**src/rtl/mem_stage_lsu.sv**
```systemverilog
// MEM-stage load/store unit: one data-memory bus transaction per load/store,
// store lane formatting, load extraction/extension and pipeline stall control.
module mem_stage_lsu #(
  parameter int unsigned XLEN    = 32,
  parameter int unsigned TIMEOUT = 255
) (
  input  logic            clk,
  input  logic            reset,
  input  logic            MEM_memory_read,
  input  logic            MEM_memory_write,
  input  logic [2:0]      MEM_funct3,
  input  logic [XLEN-1:0] MEM_alu_result,
  input  logic [XLEN-1:0] MEM_read_data2,
  input  logic            ext_stall,
  output logic            dmem_req,
  output logic            dmem_we,
  output logic [XLEN-1:0] dmem_addr,
  output logic [XLEN-1:0] dmem_wdata,
  output logic [3:0]      dmem_wstrb,
  input  logic            dmem_ready,
  input  logic [XLEN-1:0] dmem_rdata,
  output logic [XLEN-1:0] load_data,
  output logic            mem_stall,
  output logic            misaligned,
  output logic            access_fault
);

  typedef enum logic [1:0] {S_IDLE, S_BUSY, S_DONE} state_t;

  localparam int unsigned    CW       = (TIMEOUT > 1) ? $clog2(TIMEOUT) : 1;
  localparam logic [CW-1:0] CNT_LAST = CW'((TIMEOUT == 0) ? 0 : TIMEOUT - 1);

  state_t          state_q, state_d;
  logic [CW-1:0]   cnt_q, cnt_d;
  logic [XLEN-1:0] addr_q, addr_d;
  logic            we_q, we_d;
  logic [XLEN-1:0] wdata_q, wdata_d;
  logic [3:0]      wstrb_q, wstrb_d;
  logic [2:0]      f3_q, f3_d;
  logic [1:0]      off_q, off_d;
  logic [XLEN-1:0] load_q, load_d;
  logic            fault_q, fault_d;

  logic            access, f3_ok, is_half, is_word, legal;
  logic [XLEN-1:0] st_wdata;
  logic [3:0]      st_wstrb;
  logic [7:0]      lane_b;
  logic [15:0]     lane_h;
  logic [XLEN-1:0] ld_fmt;

  assign access  = MEM_memory_read | MEM_memory_write;
  assign f3_ok   = (MEM_funct3 == 3'b000) || (MEM_funct3 == 3'b001) || (MEM_funct3 == 3'b010) ||
                   (MEM_funct3 == 3'b100) || (MEM_funct3 == 3'b101);
  assign is_half = (MEM_funct3[1:0] == 2'b01);
  assign is_word = (MEM_funct3 == 3'b010);

  assign misaligned = access & ((is_half & MEM_alu_result[0]) |
                                (is_word & (|MEM_alu_result[1:0])));
  assign legal      = access & f3_ok & ~misaligned;

  always_comb begin
    st_wdata = MEM_read_data2;
    st_wstrb = 4'b1111;
    case (MEM_funct3[1:0])
      2'b00: begin
        st_wdata = {4{MEM_read_data2[7:0]}};
        st_wstrb = 4'b0001 << MEM_alu_result[1:0];
      end
      2'b01: begin
        st_wdata = {2{MEM_read_data2[15:0]}};
        st_wstrb = MEM_alu_result[1] ? 4'b1100 : 4'b0011;
      end
      default: ;
    endcase
  end

  always_comb begin
    lane_b = dmem_rdata[7:0];
    case (off_q)
      2'd1:    lane_b = dmem_rdata[15:8];
      2'd2:    lane_b = dmem_rdata[23:16];
      2'd3:    lane_b = dmem_rdata[31:24];
      default: ;
    endcase
    lane_h = off_q[1] ? dmem_rdata[31:16] : dmem_rdata[15:0];
    case (f3_q)
      3'b000:  ld_fmt = {{(XLEN-8){lane_b[7]}}, lane_b};
      3'b100:  ld_fmt = {{(XLEN-8){1'b0}}, lane_b};
      3'b001:  ld_fmt = {{(XLEN-16){lane_h[15]}}, lane_h};
      3'b101:  ld_fmt = {{(XLEN-16){1'b0}}, lane_h};
      default: ld_fmt = dmem_rdata;
    endcase
  end

  always_comb begin
    state_d   = state_q;
    cnt_d     = cnt_q;
    addr_d    = addr_q;
    we_d      = we_q;
    wdata_d   = wdata_q;
    wstrb_d   = wstrb_q;
    f3_d      = f3_q;
    off_d     = off_q;
    load_d    = load_q;
    fault_d   = fault_q;
    mem_stall = 1'b0;
    case (state_q)
      S_IDLE: begin
        if (legal) begin
          mem_stall = 1'b1;
          addr_d    = {MEM_alu_result[XLEN-1:2], 2'b00};
          we_d      = MEM_memory_write;
          wdata_d   = st_wdata;
          wstrb_d   = MEM_memory_write ? st_wstrb : '0;
          f3_d      = MEM_funct3;
          off_d     = MEM_alu_result[1:0];
          cnt_d     = '0;
          state_d   = S_BUSY;
        end
      end
      S_BUSY: begin
        mem_stall = 1'b1;
        cnt_d     = cnt_q + 1'b1;
        if (dmem_ready) begin
          if (!we_q) load_d = ld_fmt;
          cnt_d   = '0;
          fault_d = 1'b0;
          state_d = S_DONE;
        end else if ((TIMEOUT != 0) && (cnt_q == CNT_LAST)) begin
          cnt_d   = '0;
          fault_d = 1'b1;
          state_d = S_DONE;
        end
      end
      S_DONE: begin
        // Holding here while stalled keeps the same instruction from reissuing.
        if (!ext_stall) begin
          fault_d = 1'b0;
          state_d = S_IDLE;
        end
      end
      default: state_d = S_IDLE;
    endcase
  end

  always_ff @(posedge clk or posedge reset) begin
    if (reset) begin
      state_q <= S_IDLE;
      cnt_q   <= '0;
      addr_q  <= '0;
      we_q    <= 1'b0;
      wdata_q <= '0;
      wstrb_q <= '0;
      f3_q    <= '0;
      off_q   <= '0;
      load_q  <= '0;
      fault_q <= 1'b0;
    end else begin
      state_q <= state_d;
      cnt_q   <= cnt_d;
      addr_q  <= addr_d;
      we_q    <= we_d;
      wdata_q <= wdata_d;
      wstrb_q <= wstrb_d;
      f3_q    <= f3_d;
      off_q   <= off_d;
      load_q  <= load_d;
      fault_q <= fault_d;
    end
  end

  assign dmem_req     = (state_q == S_BUSY);
  assign dmem_we      = we_q;
  assign dmem_addr    = addr_q;
  assign dmem_wdata   = wdata_q;
  assign dmem_wstrb   = wstrb_q;
  assign load_data    = load_q;
  assign access_fault = fault_q;

endmodule

```
**config.mk**
```make
export PLATFORM = sky130hd
export DESIGN_NAME = mem_stage_lsu
export DESIGN_NICKNAME = d
export VERILOG_FILES = /design/src/rtl/mem_stage_lsu.sv
export SDC_FILE = /design/constraint.sdc
export NUM_CORES = 1
export LEC_CHECK = 0
export BUFFER_PORTS_ARGS = -buffer_cell sky130_fd_sc_hd__clkbuf_2
export CAP_MARGIN = 15
export CORE_ASPECT_RATIO = 1.75
export CORE_MARGIN = 2
export CORE_UTILIZATION = 30
export CTS_CLUSTER_SIZE = 14
export DETAILED_ROUTE_END_ITERATION = 7
export PLACE_DENSITY = 0.64
export SYNTH_ARGS = -nofsm -noshare
export SYNTH_HDL_FRONTEND = slang
export SYNTH_SLANG_ARGS = --single-unit
export TNS_END_PERCENT = 20
```
**constraint.sdc**
```tcl
create_clock -name clk -period 4.5 [get_ports clk]
set_input_delay 0.9 -clock clk [delete_from_list [all_inputs] [get_ports clk]]
set_output_delay 0.9 -clock clk [all_outputs]
set_load 0.02 [all_outputs]
```
==> flow_summary.ini <==
[status]
status = finished clean

[route]
ant_nets = 0
firstDrtPassIters = 4
drt-vias-per-instance = 4.76
drt-wirelength-per-cell_um = 15.7
drt_wl_total_um = 15000
drc = 0
drt_iter0_drc = 128
via_count = 4563

[worst_setup_path]
crit_type = in -> out
arrival_ns = 2.21
crit_path_end_kind = primary output
crit_path_start_kind = input pin
ff2ff_path_depth = 4
cp.required_ns = 3.60
worstPathMaxFanout = 28

[job]
maxCapViolations = 0

[sta]
min_period_ns = 3.11
achievable-frequency_mhz = 322
slew-limit-headroom_pct = 24.4
slew_violations = 0
setup_violations = 0
rsz0062_at_grt = no
worstMarginPinSlew_ns = 1.13
fin_skew_ns = 0.0109
fin_crit_sh_pct = 69.0
hold_viol = 0
finalSetupTns_ns = 0

[die]
die_area_um2 = 19600
core_um2 = 18100
io_pins = 210
die_h_um = 184
fp-row-count = 65
die_w_um = 107
start_util_pct = 30.7

[power]
power_mw = 5.51
peakVddDrop_v = 0.000382
leakagePower_nw = 3.51
powerDensity_nw_per_um2 = 748

[cts]
cts_max_level = 4
cts.reportedPaths.clkPinSlew_ns = 0.06
clk_path_buf_depth = 2
cts_setup_buffers = 0
cts_hold_buf = 0
cts_tree = done
clock_latency_ns = 0.41
cts.sinks = 115
root_buffer = clkbuf_16
cts-buffers-inserted = 17
cts.repair.resized = 0

[synth]
yosysTopAreaCellShare_pct = 51.9
ys_warn_count = 0
synthArstFlopShare_pct = 100
synthesis.area_um2 = 5550
synth_largest_area_cell = dfrtp_1
syn_avg_cell_area_um2 = 10.8
synth_edf_count = 0
yosys_most_used_dff = dfrtp_1
synth_cell_types = 43
yosysSeqAreaShare_pct = 51.9
ys_seq_elements = 115
synthTopCellsByArea = dfrtp_1 (52%), mux2_2 (8.5%), mux2i_1 (5.2%), nand2_1 (4.5%), o21ai_0 (4.3%)
syn-instance-count = 515

[global_route]
grt_start_max_net_pins = 76
antenna_found_initial = 0
grtUsageTotal_pct = 15.5
grt_pass1_vias = 4491
grt_overflow = 0
grt_pass1_wl_um = 23800

[placed_design]
hpwl_um = 11100
io_buffers = 207
place.gp.congestion = 0.803

[min_path]
hold_class = reg -> reg
hold_path_depth = 2

[final_layout]
area_delta_synth_final_pct = 32.7
regArea_um2 = 2880
diodes = 0
drive_above_1_share_pct = 41.7
fill_cells = 1845
utilization_pct = 40.8
multi_input_area_um2 = 2480
layout.nets = 821
[final timing paths]
kind	start	end	slack [ns]
worst max-delay path	MEM_funct3[0]	mem_stall	1.39
worst min-delay path	dmem_wdata[28]	dmem_wdata[28]	0.48
min in group asynchronous	reset	dmem_addr[10]	0.57
max in group asynchronous	reset	dmem_wdata[21]	3.10
worst max register to register	off_q[1]	load_data[28]	1.66
worst min register to register	dmem_wdata[28]	dmem_wdata[28]	0.48
[routing by layer]
metal  vias up  part of all wire (%)  GRT usage, %
li1       2209                     -             -
met1      2193                    40          18.2
met5         -                     0             0
met4         0                   1.6          5.51
met3        12                   4.9          3.58
met2       149                    54          27.4
[power by group]
part / switching [mW] / leakage [nW] / internal (mW)
logic: 1.44 / 1.84 / 0.848
clock network: 0.531 / 0.283 / 0.831
registers: 0.329 / 1.39 / 1.52
total: 2.30 / 3.51 / 3.20
[cells by family (layout without fill, tap and decap cells)]
family,after synthesis,after routing,synth area share [%]
other cells,1,2,0.0676
compound gates,125,125,15.8
buf+inv,42,250,3.72
mux,81,81,16.0
simple gates,146,146,11.4
fa+ha+maj,5,5,1.13
flops,115,115,51.9
[state kept, by name, summed over array words and instances, names as in the netlist]
register / count
access_fault: 1
cnt_q: 8
dmem_addr: 30
dmem_wdata: 32
dmem_we: 1
dmem_wstrb: 4
f3_q: 3
load_data: 32
off_q: 2
state_q: 2
[area by class of cell]
type / count / share of cell area (%)
clock buffers: 17 / 5.78
clock inverters: 15 / 2.34
inverters: 6 / 0.340
multi-input cells: 359 / 33.7
flip-flops and latches: 115 / 39.1
well taps: 234 / 3.98
repair buffers: 212 / 14.7
[metrics by stage]
stage / setup WS (ns) / cells / hold slack (ns) / cell area (um2)
after detailed placement: 1.31 / 926 / 0.470 / 6770
after floorplan: 0.556 / 516 / 0.441 / 5550
after global placement: 1.35 / 926 / 0.462 / 6770
final: 1.39 / 958 / 0.477 / 7360
after global routing: 1.32 / 958 / 0.494 / 7360
after CTS: 1.37 / 958 / 0.483 / 7360
[cells in the final DEF, fill, tap and decap left out, drive strengths merged, types with 2 or more instances in the layout]
cell type | netlist | final
nand2 | 67 | 67
clkbuf | 21 | 224
nor4 | 2 | 2
a21oi | 40 | 40
a211o | 2 | 2
inv | 6 | 12
a31oi | 16 | 16
nor2b | 2 | 2
clkinvlp | 0 | 3
bufinv | 0 | 2
o21ai | 50 | 50
ha | 5 | 5
o41ai | 2 | 2
conb | 1 | 2
nand2b | 7 | 7
mux2 | 51 | 51
dfrtp | 115 | 115
a211oi | 3 | 3
o31ai | 2 | 2
nand3 | 8 | 8
buf | 15 | 5
nand3b | 9 | 9
mux2i | 29 | 29
nor2 | 47 | 47
clkinv | 0 | 4
o22ai | 2 | 2
or3 | 2 | 2
[cells in the mapped netlist (9+ instances only)]
cell      instances
nand2_1          67
a31oi_4          10
clkbuf_1         21
a21oi_1          40
nand3b_1          9
mux2_1            9
nor2_1           46
mux2i_1          29
o21ai_0          48
dfrtp_1         115
mux2_2           42
[worst max-delay path, cell delays in order]
cell and delay [ns]:
clkbuf_2 0.27, o21ai_1 0.23, o2111a_1 0.27, nand2_4 0.22
nand2b_1 0.14, clkbuf_2 0.17
No activity file was read; power rests on OpenSTA's default activity.
